### src/rtl/freq_lock_det.sv
// freq_lock_det
// Counts rising edges of a divided feedback clock over a programmable gate
// window. Each completed count is compared against Target +/- Tol, and Lock is
// raised after LOCK_N consecutive windows are within tolerance. With Start held
// high, windows repeat back to back, separated by one evaluation cycle.
module freq_lock_det #(
   parameter int GATE_W = 16,
   parameter int CNT_W  = 12,
   parameter int LOCK_N = 4
) (
   input  logic              Clk,
   input  logic              Reset,
   input  logic              Fdiv,
   input  logic              Start,
   input  logic [GATE_W-1:0] GateLen,
   input  logic [CNT_W-1:0]  Target,
   input  logic [CNT_W-1:0]  Tol,
   output logic [CNT_W-1:0]  Count,
   output logic              Valid,
   output logic              Lock
);

   typedef enum logic [1:0] {
      S_IDLE    = 2'd0,
      S_MEASURE = 2'd1,
      S_EVAL    = 2'd2
   } state_t;

   // The streak counter is wide enough for the largest allowed LOCK_N (15).
   localparam int                STRK_W   = 4;
   localparam logic [STRK_W-1:0] LOCK_N_C = STRK_W'(LOCK_N);

   // Increment the edge counter and stick at all-ones instead of wrapping.
   function automatic logic [CNT_W-1:0] sat_inc(input logic [CNT_W-1:0] v);
      if (&v) begin
         return v;
      end
      return v + 1'b1;
   endfunction

   // |cnt - tgt| <= tol, using a difference one bit wider than the operands.
   function automatic logic in_tol(input logic [CNT_W-1:0] cnt,
                                   input logic [CNT_W-1:0] tgt,
                                   input logic [CNT_W-1:0] tol);
      logic [CNT_W:0] diff;
      if (cnt >= tgt) begin
         diff = {1'b0, cnt} - {1'b0, tgt};
      end else begin
         diff = {1'b0, tgt} - {1'b0, cnt};
      end
      return diff <= {1'b0, tol};
   endfunction

   // A zero gate length still gives a one-cycle window.
   function automatic logic [GATE_W-1:0] eff_gate(input logic [GATE_W-1:0] len);
      return (len == '0) ? GATE_W'(1) : len;
   endfunction

   logic              sync1_q, sync2_q, hist_q;
   logic              fdiv_rise;

   state_t            state_q, state_d;
   logic [GATE_W-1:0] gate_cnt_q, gate_cnt_d;
   logic [CNT_W-1:0]  edge_cnt_q, edge_cnt_d;
   logic [CNT_W-1:0]  target_q, target_d;
   logic [CNT_W-1:0]  tol_q, tol_d;
   logic [STRK_W-1:0] streak_q, streak_d;
   logic [CNT_W-1:0]  count_q, count_d;
   logic              valid_q, valid_d;
   logic              lock_q, lock_d;

   // Two-flop synchronizer for the asynchronous Fdiv, plus a history flop
   // for rising-edge detection.
   always_ff @(posedge Clk or posedge Reset) begin
      if (Reset) begin
         sync1_q <= 1'b0;
         sync2_q <= 1'b0;
         hist_q  <= 1'b0;
      end else begin
         sync1_q <= Fdiv;
         sync2_q <= sync1_q;
         hist_q  <= sync2_q;
      end
   end

   assign fdiv_rise = sync2_q & ~hist_q;

   // State register for the FSM, counters, captured settings and outputs.
   always_ff @(posedge Clk or posedge Reset) begin
      if (Reset) begin
         state_q    <= S_IDLE;
         gate_cnt_q <= '0;
         edge_cnt_q <= '0;
         target_q   <= '0;
         tol_q      <= '0;
         streak_q   <= '0;
         count_q    <= '0;
         valid_q    <= 1'b0;
         lock_q     <= 1'b0;
      end else begin
         state_q    <= state_d;
         gate_cnt_q <= gate_cnt_d;
         edge_cnt_q <= edge_cnt_d;
         target_q   <= target_d;
         tol_q      <= tol_d;
         streak_q   <= streak_d;
         count_q    <= count_d;
         valid_q    <= valid_d;
         lock_q     <= lock_d;
      end
   end

   // Next-state logic. The gate counter counts down the remaining MEASURE
   // cycles and is reloaded at every capture. Valid, Count and Lock are all
   // loaded on the closing edge of EVAL, so they change together.
   always_comb begin
      state_d    = state_q;
      gate_cnt_d = gate_cnt_q;
      edge_cnt_d = edge_cnt_q;
      target_d   = target_q;
      tol_d      = tol_q;
      streak_d   = streak_q;
      count_d    = count_q;
      valid_d    = 1'b0;
      lock_d     = lock_q;

      case (state_q)
         S_IDLE: begin
            edge_cnt_d = '0;
            if (Start) begin
               gate_cnt_d = eff_gate(GateLen);
               target_d   = Target;
               tol_d      = Tol;
               state_d    = S_MEASURE;
            end
         end

         S_MEASURE: begin
            if (!Start) begin
               // Abort: drop the partial window and any lock progress.
               state_d    = S_IDLE;
               edge_cnt_d = '0;
               streak_d   = '0;
               lock_d     = 1'b0;
            end else begin
               if (fdiv_rise) begin
                  edge_cnt_d = sat_inc(edge_cnt_q);
               end
               if (gate_cnt_q == GATE_W'(1)) begin
                  state_d = S_EVAL;
               end else begin
                  gate_cnt_d = gate_cnt_q - 1'b1;
               end
            end
         end

         S_EVAL: begin
            // Edges seen during this cycle are dropped (dead time).
            count_d = edge_cnt_q;
            valid_d = 1'b1;
            if (in_tol(edge_cnt_q, target_q, tol_q)) begin
               if (streak_q < LOCK_N_C) begin
                  streak_d = streak_q + 1'b1;
               end
               lock_d = (streak_d == LOCK_N_C);
            end else begin
               streak_d = '0;
               lock_d   = 1'b0;
            end
            edge_cnt_d = '0;
            if (Start) begin
               gate_cnt_d = eff_gate(GateLen);
               target_d   = Target;
               tol_d      = Tol;
               state_d    = S_MEASURE;
            end else begin
               state_d = S_IDLE;
            end
         end

         default: begin
            state_d = S_IDLE;
         end
      endcase
   end

   assign Count = count_q;
   assign Valid = valid_q;
   assign Lock  = lock_q;

endmodule

### config.mk
export PLATFORM = sky130hd
export DESIGN_NAME = freq_lock_det
export DESIGN_NICKNAME = d
export VERILOG_FILES = /design/src/rtl/freq_lock_det.sv
export SDC_FILE = /design/constraint.sdc
export NUM_CORES = 1
export LEC_CHECK = 0
export CAP_MARGIN = 30
export CORE_MARGIN = 5
export CORE_UTILIZATION = 60
export DETAILED_ROUTE_END_ITERATION = 16
export GPL_TIMING_DRIVEN = 0
export PLACE_DENSITY = 0.93
export SKIP_CTS_REPAIR_TIMING = 1
export SYNTH_ARGS = -nofsm -noshare
export SYNTH_HDL_FRONTEND = slang
export SYNTH_SLANG_ARGS = --single-unit
### constraint.sdc
create_clock -name Clk -period 12.5 [get_ports Clk]
set_clock_uncertainty 0.1 [all_clocks]
set_input_delay 1.875 -clock Clk [delete_from_list [all_inputs] [get_ports Clk]]
set_output_delay 1.875 -clock Clk [all_outputs]
set_load 0.03 [all_outputs]
After elaboration in Yosys (flattened, before gate mapping)
Cells that the tools add are included.
{"block": "totals", "inputBits": 44, "word_cells": 75, "register_bits": 75, "output_inout_bits": 14}
{"block": "op_classes", "reduce_logical": 11, "bitwise_logic": 2, "magnitude_cmp": 3, "addsub": 5, "mux": 30, "eq_ne": 12}
{"op": "$mux 16", "count": 4}
{"op": "$mux 12", "count": 3}
{"op": "$pmux 16 s2", "count": 1}
{"op": "$mux 13", "count": 2}
{"op": "$sub 12x12->13", "count": 2}
{"op": "$pmux 12 s2", "count": 1}
{"op": "$mux 4", "count": 5}
{"op": "$eq 16x1->1 const B", "count": 1}
{"op": "$logic_not 16->1", "count": 1}
{"op": "$sub 16x1->16 const B", "count": 1}
{"op": "$le 13x12->1", "count": 1}
{"op": "$add 12x1->12 const B", "count": 1}
{"op": "$ge 12x12->1", "count": 1}
{"op": "$reduce_and 12->1", "count": 1}
{"op": "$mux 1", "count": 8}
{"op": "$ne 2x2->1 const B", "count": 4}
{"op": "$pmux 4 s2", "count": 1}
{"op": "$mux 2", "count": 3}
{"op": "$ne 3x3->1 const B", "count": 2}
{"op": "$pmux 2 s3", "count": 1}
{"op": "$reduce_and 2->1", "count": 3}
{"op": "$add 4x1->4 const B", "count": 1}
{"op": "$eq 4x3->1 const B", "count": 1}
{"op": "$lt 4x3->1 const B", "count": 1}
{"op": "12 further kinds", "count": 13}

Depth between registers and ports, before layout
{"block": "depth", "word_depth": 9, "ltp_mapped": 20, "depth_no_buf": 19}

Worst setup path after synthesis
No wires, ideal clock.
{"block": "synth_path", "path_type": "register to register", "startpoint": "register edge_cnt_q[3]", "endpoint": "register streak_q[0]", "setup_ns": 0.066, "n_path_buf": 3, "setup_slack_ns": 8.405, "path_stages_with_launch": 21, "arrival_time_ns": 3.929, "t_required_ns": 12.334, "period_less_slack_ns": 4.095, "cell_sequence": "dfrtp_1 clkbuf_1 inv_1 ha_1 clkbuf_1 and2_1 a22o_1 nor3b_4 o21a_2 buf_6 mux2i_1 o211ai_1 xor2_1 ha_1 a21o_1 a21oi_1 o211a_1 o21ai_0 a21o_1 o41ai_2 o31a_1"}
{"block": "synth_between", "elab_chain_cells": 6, "word_cells_on_any_way": 8, "cone_classes": "2 x add/sub; 2 x order compare; 4 x mux"}
{"element": "from (decl)", "line": "64", "text": "logic [CNT_W-1:0] edge_cnt_q, edge_cnt_d;"}
{"element": "from (signal assigned)", "line": "103", "text": "edge_cnt_q <= edge_cnt_d;"}
{"element": "$sub 12x12->13 (tied with other cells)", "line": "49", "text": "diff = {1'b0, tgt} - {1'b0, cnt};"}
{"element": "$mux 13 *", "line": "46", "text": "if (cnt >= tgt) begin"}
{"element": "$mux 13 *", "line": "127", "text": "case (state_q)"}
{"element": "$le 13x12->1 *", "line": "51", "text": "return diff <= {1'b0, tol};"}
{"element": "$mux 4 *", "line": "161", "text": "if (in_tol(edge_cnt_q, target_q, tol_q)) begin"}
{"element": "$pmux 4 s2 *", "line": "127"}
{"element": "to (signal assigned)", "line": "106", "text": "streak_q <= streak_d;"}
{"element": "to (decl)", "line": "67", "text": "logic [STRK_W-1:0] streak_q, streak_d;"}
Mark *: on every way between the ends. The rest lies on a longest branch, timed or not. The select of a mux whose other input is x is not followed.
A chain may end at the register's enable or synchronous reset.

Worst setup path after layout
Ends and elaborated chain as after synthesis.

==> out/metrics.yaml <==
port_buffers: 56
htreeDepth: 3
drc: 0
reg2reg_from: "edge_cnt_q[3]"
nets: 721
crit_top_cell: "a21o_1"
reg2regPathDepth: 19
powerDensity_nw_per_um2: 113
finish.instance_area_um2: 5800
start_util_pct: 60.5
antenna_found_initial: 0
synth_nets: 654
tns_ns: 0
setup_viol: 0
ant_nets: 0
area_delta_synth_final_pct: 18.5
synth-seq-area-share_pct: 38.3
grt_max_degree: 76
first_global_vias: 4654
critical_path.slowest_cell: "dfrtp_1"
drv_cap: 0
cts_tree: "yes"
grt-ovfl-total: 0
worst_hold_slack_ns: 0.261
rsz0062_at_grt: "no"
crit_required_ns: 12.69
viasPerCell: 6.27
wire_per_inst_um: 17.6
synth_compound_gate_area_share_pct: 24.0
num_rows: 33
synth_area_um2: 4900
layout-drive-gt1-share_pct: 4.69
p_leak_nw: 2.50
holdPathEnd: "sync2_q"
die_height_um: 100
muxShareOfSynthArea_pct: 1.99
synth_edf_count: 0
synth_cells: 568
drv_slew: 0
final_util_pct: 71.7
antennaDiodeCount: 0
total_power_mw: 0.655
fmax_ghz: 0.211
dp.cells: 729
synth_top_family_by_area: "compound AO/OA/AOI/OAI gates"
hold_class: "reg -> reg"
dieArea_um2: 10100
root_buffer: "clkbuf_8"
cts.sinks: 75
grt_usage_pct: 27.0
synth-simple-area-share_pct: 16.7
fp.dieW_um: 100
crit_family: "compound AO/OA/AOI/OAI gates"
yosys_warnings: 0
ys_types: 64
arrival_ns: 4.93
postPlaceCellArea_um2: 5590
vias: 4671
synthFlopType: "dfrtp_1"
path_buf_inv: 4
worst_pin_slew_ns: 0.928
finalWeightedCongestion: 0.951
cts_buffers: 9
cts_buffer_depth: 2
fin_crit_ns: 4.74
start_kind: "register"
drtIter0Drc: 401
status: "complete, no violations"
peakVddDrop_mv: 0.0840
timing.slew.headroom_pct: 38.2
nFillCells: 620
finalCritPeriodShare_pct: 37.9
worstSkewPairLatency_ns: 0.36
ys_ff_latch: 75
drt_wl_total_mm: 13.1
timing.final.ws_setup_ns: 7.76
cp-end-kind: "register"
hold_viol_final: 0
synth-adder-area-share_pct: 11.0
max_stage_delay_ns: 0.37
place_ws_ns: 7.84
path_cells: "clkbuf_1 -> inv_1 -> ha_1 -> clkbuf_1 -> and2_1 -> a22o_1 -> nor3b_4 -> o21a_2 -> buf_6 -> mux2i_1 -> xnor2_1 -> ha_1 -> a21o_1 -> a21o_1 -> a211oi_1 -> o21ai_0 -> a21o_1 -> o41ai_2 -> o31a_1"
path_max_fanout: 10
core_area_um2: 8090
grt_pass1_wl_mm: 21.8
clk_pin_slew_ns: 0.09
holdCritStartpoint: "sync1_q"
r2r_end: "streak_q[0]"
postSynthAreaPerCell_um2: 8.62
r2r_setup_slack_ns: 7.76
whs_path_depth: 0
worstSetupPathType: "reg -> reg"
async_reset_ff_share_pct: 100
pin_count: 58
dr.pass1.iters: 5
final_cells: 745
dpl.hpwl_mm: 9.73
synth_xor_area_share_pct: 1.61
==> kinds of logic (layout without fill, tap and decap cells) <==
logic type / Yosys count / after routing
AO/OA/AOI/OAI: 190 / 190
XOR/XNOR: 9 / 9
AND/OR/NAND/NOR: 165 / 165
flip-flops: 75 / 75
multiplexers: 9 / 9
buffers and inverters: 78 / 150
adder cells (fa/ha/maj): 42 / 42
==> how the worst max path moves through the flow <==
stage | start | endpoint | slack, ns | cells past startpoint
global route | edge_cnt_q[3] | streak_q[0] | 7.52 | 20
detailed placement | edge_cnt_q[3] | streak_q[0] | 7.84 | 19
global placement | Reset | Count[9] | 7.49 | 2
finish | edge_cnt_q[3] | streak_q[0] | 7.76 | 19
floorplan | edge_cnt_q[3] | streak_q[0] | 8.41 | 20
CTS | edge_cnt_q[3] | streak_q[0] | 7.81 | 19
==> worst reg2reg max path: stages, from the launching register on <==
cell,delay (ns)
dfrtp_1,0.37
clkbuf_1,0.31
inv_1,0.13
ha_1,0.31
clkbuf_1,0.19
and2_1,0.20
a22o_1,0.24
nor3b_4,0.27
o21a_2,0.20
buf_6,0.15
mux2i_1,0.28
xnor2_1,0.16
ha_1,0.27
a21o_1,0.20
a21o_1,0.18
a211oi_1,0.22
o21ai_0,0.11
a21o_1,0.29
o41ai_2,0.32
o31a_1,0.18
==> synth_stat cells, drive strengths merged, types with 6 or more instances <==
| master | number | area [µm²] |
|---|---|---|
| nor4 | 10 | 62.6 |
| mux2i | 6 | 60.1 |
| nand4 | 7 | 43.8 |
| ha | 40 | 500 |
| dfrtp | 75 | 1880 |
| a31oi | 9 | 56.3 |
| xnor2 | 7 | 61.3 |
| nand3 | 19 | 95.1 |
| clkbuf | 24 | 90.1 |
| nor2 | 24 | 90.1 |
| a21o | 8 | 60.1 |
| o22ai | 11 | 68.8 |
| and2 | 7 | 43.8 |
| inv | 50 | 188 |
| a21oi | 47 | 246 |
| nand2 | 65 | 244 |
| nor3b | 9 | 78.8 |
| o21ai | 72 | 372 |
==> final cells by class <==
class	count	area (µm²)	share of cell area, %
Buffer	27	118	2.03
Clock buffer	12	165	2.85
Clock inverter	4	47.5	0.819
Inverter	51	194	3.34
Multi-Input combinational cell	415	2710	46.7
Sequential cell	75	1880	32.3
Tap cell	105	131	2.26
Timing Repair Buffer	56	561	9.66
==> report_power, final <==
group          switching [mW]  total [mW]  internal [mW]
Combinational          0.0971       0.174         0.0765
Sequential             0.0186       0.280          0.262
Clock                  0.0934       0.201          0.108
==> state kept, by name, indices dropped and copies added (netlist names), 2 cells and up <==
register,flops
Count,12
edge_cnt_q,12
gate_cnt_q,16
state_q,2
streak_q,4
target_q,12
tol_q,12
==> per-layer routing <==
layer	global-route usage, %	wire length [µm]	vias up	share of wire, %
met3	5.07	888	50	6.8
met1	34.7	5480	2216	42
met4	11.5	405	0	3.1
met5	0	0	-	0
met2	44.6	6370	236	48
li1	-	-	2169	-
==> layout by cell type (no fill, tap or decap), types with 4 or more instances in the layout <==
cell,Yosys,layout
dfrtp_1,75,75
o21ai_0,70,70
nand2_1,65,65
clkdlybuf4s50_1,0,56
inv_1,50,49
a21oi_1,46,46
ha_1,40,40
clkbuf_1,24,24
nor2_1,24,24
nand3_1,19,19
clkbuf_8,0,12
o22ai_1,11,11
nor4_1,10,10
a31oi_1,9,9
nor3b_1,8,8
a21o_1,8,8
nand4_1,7,7
and2_1,7,7
xnor2_1,7,7
mux2i_1,6,6
nor3_1,5,5
or3_1,5,5
nor2b_1,4,4
o31ai_1,4,4
Power figures use the tool's default switching activity.
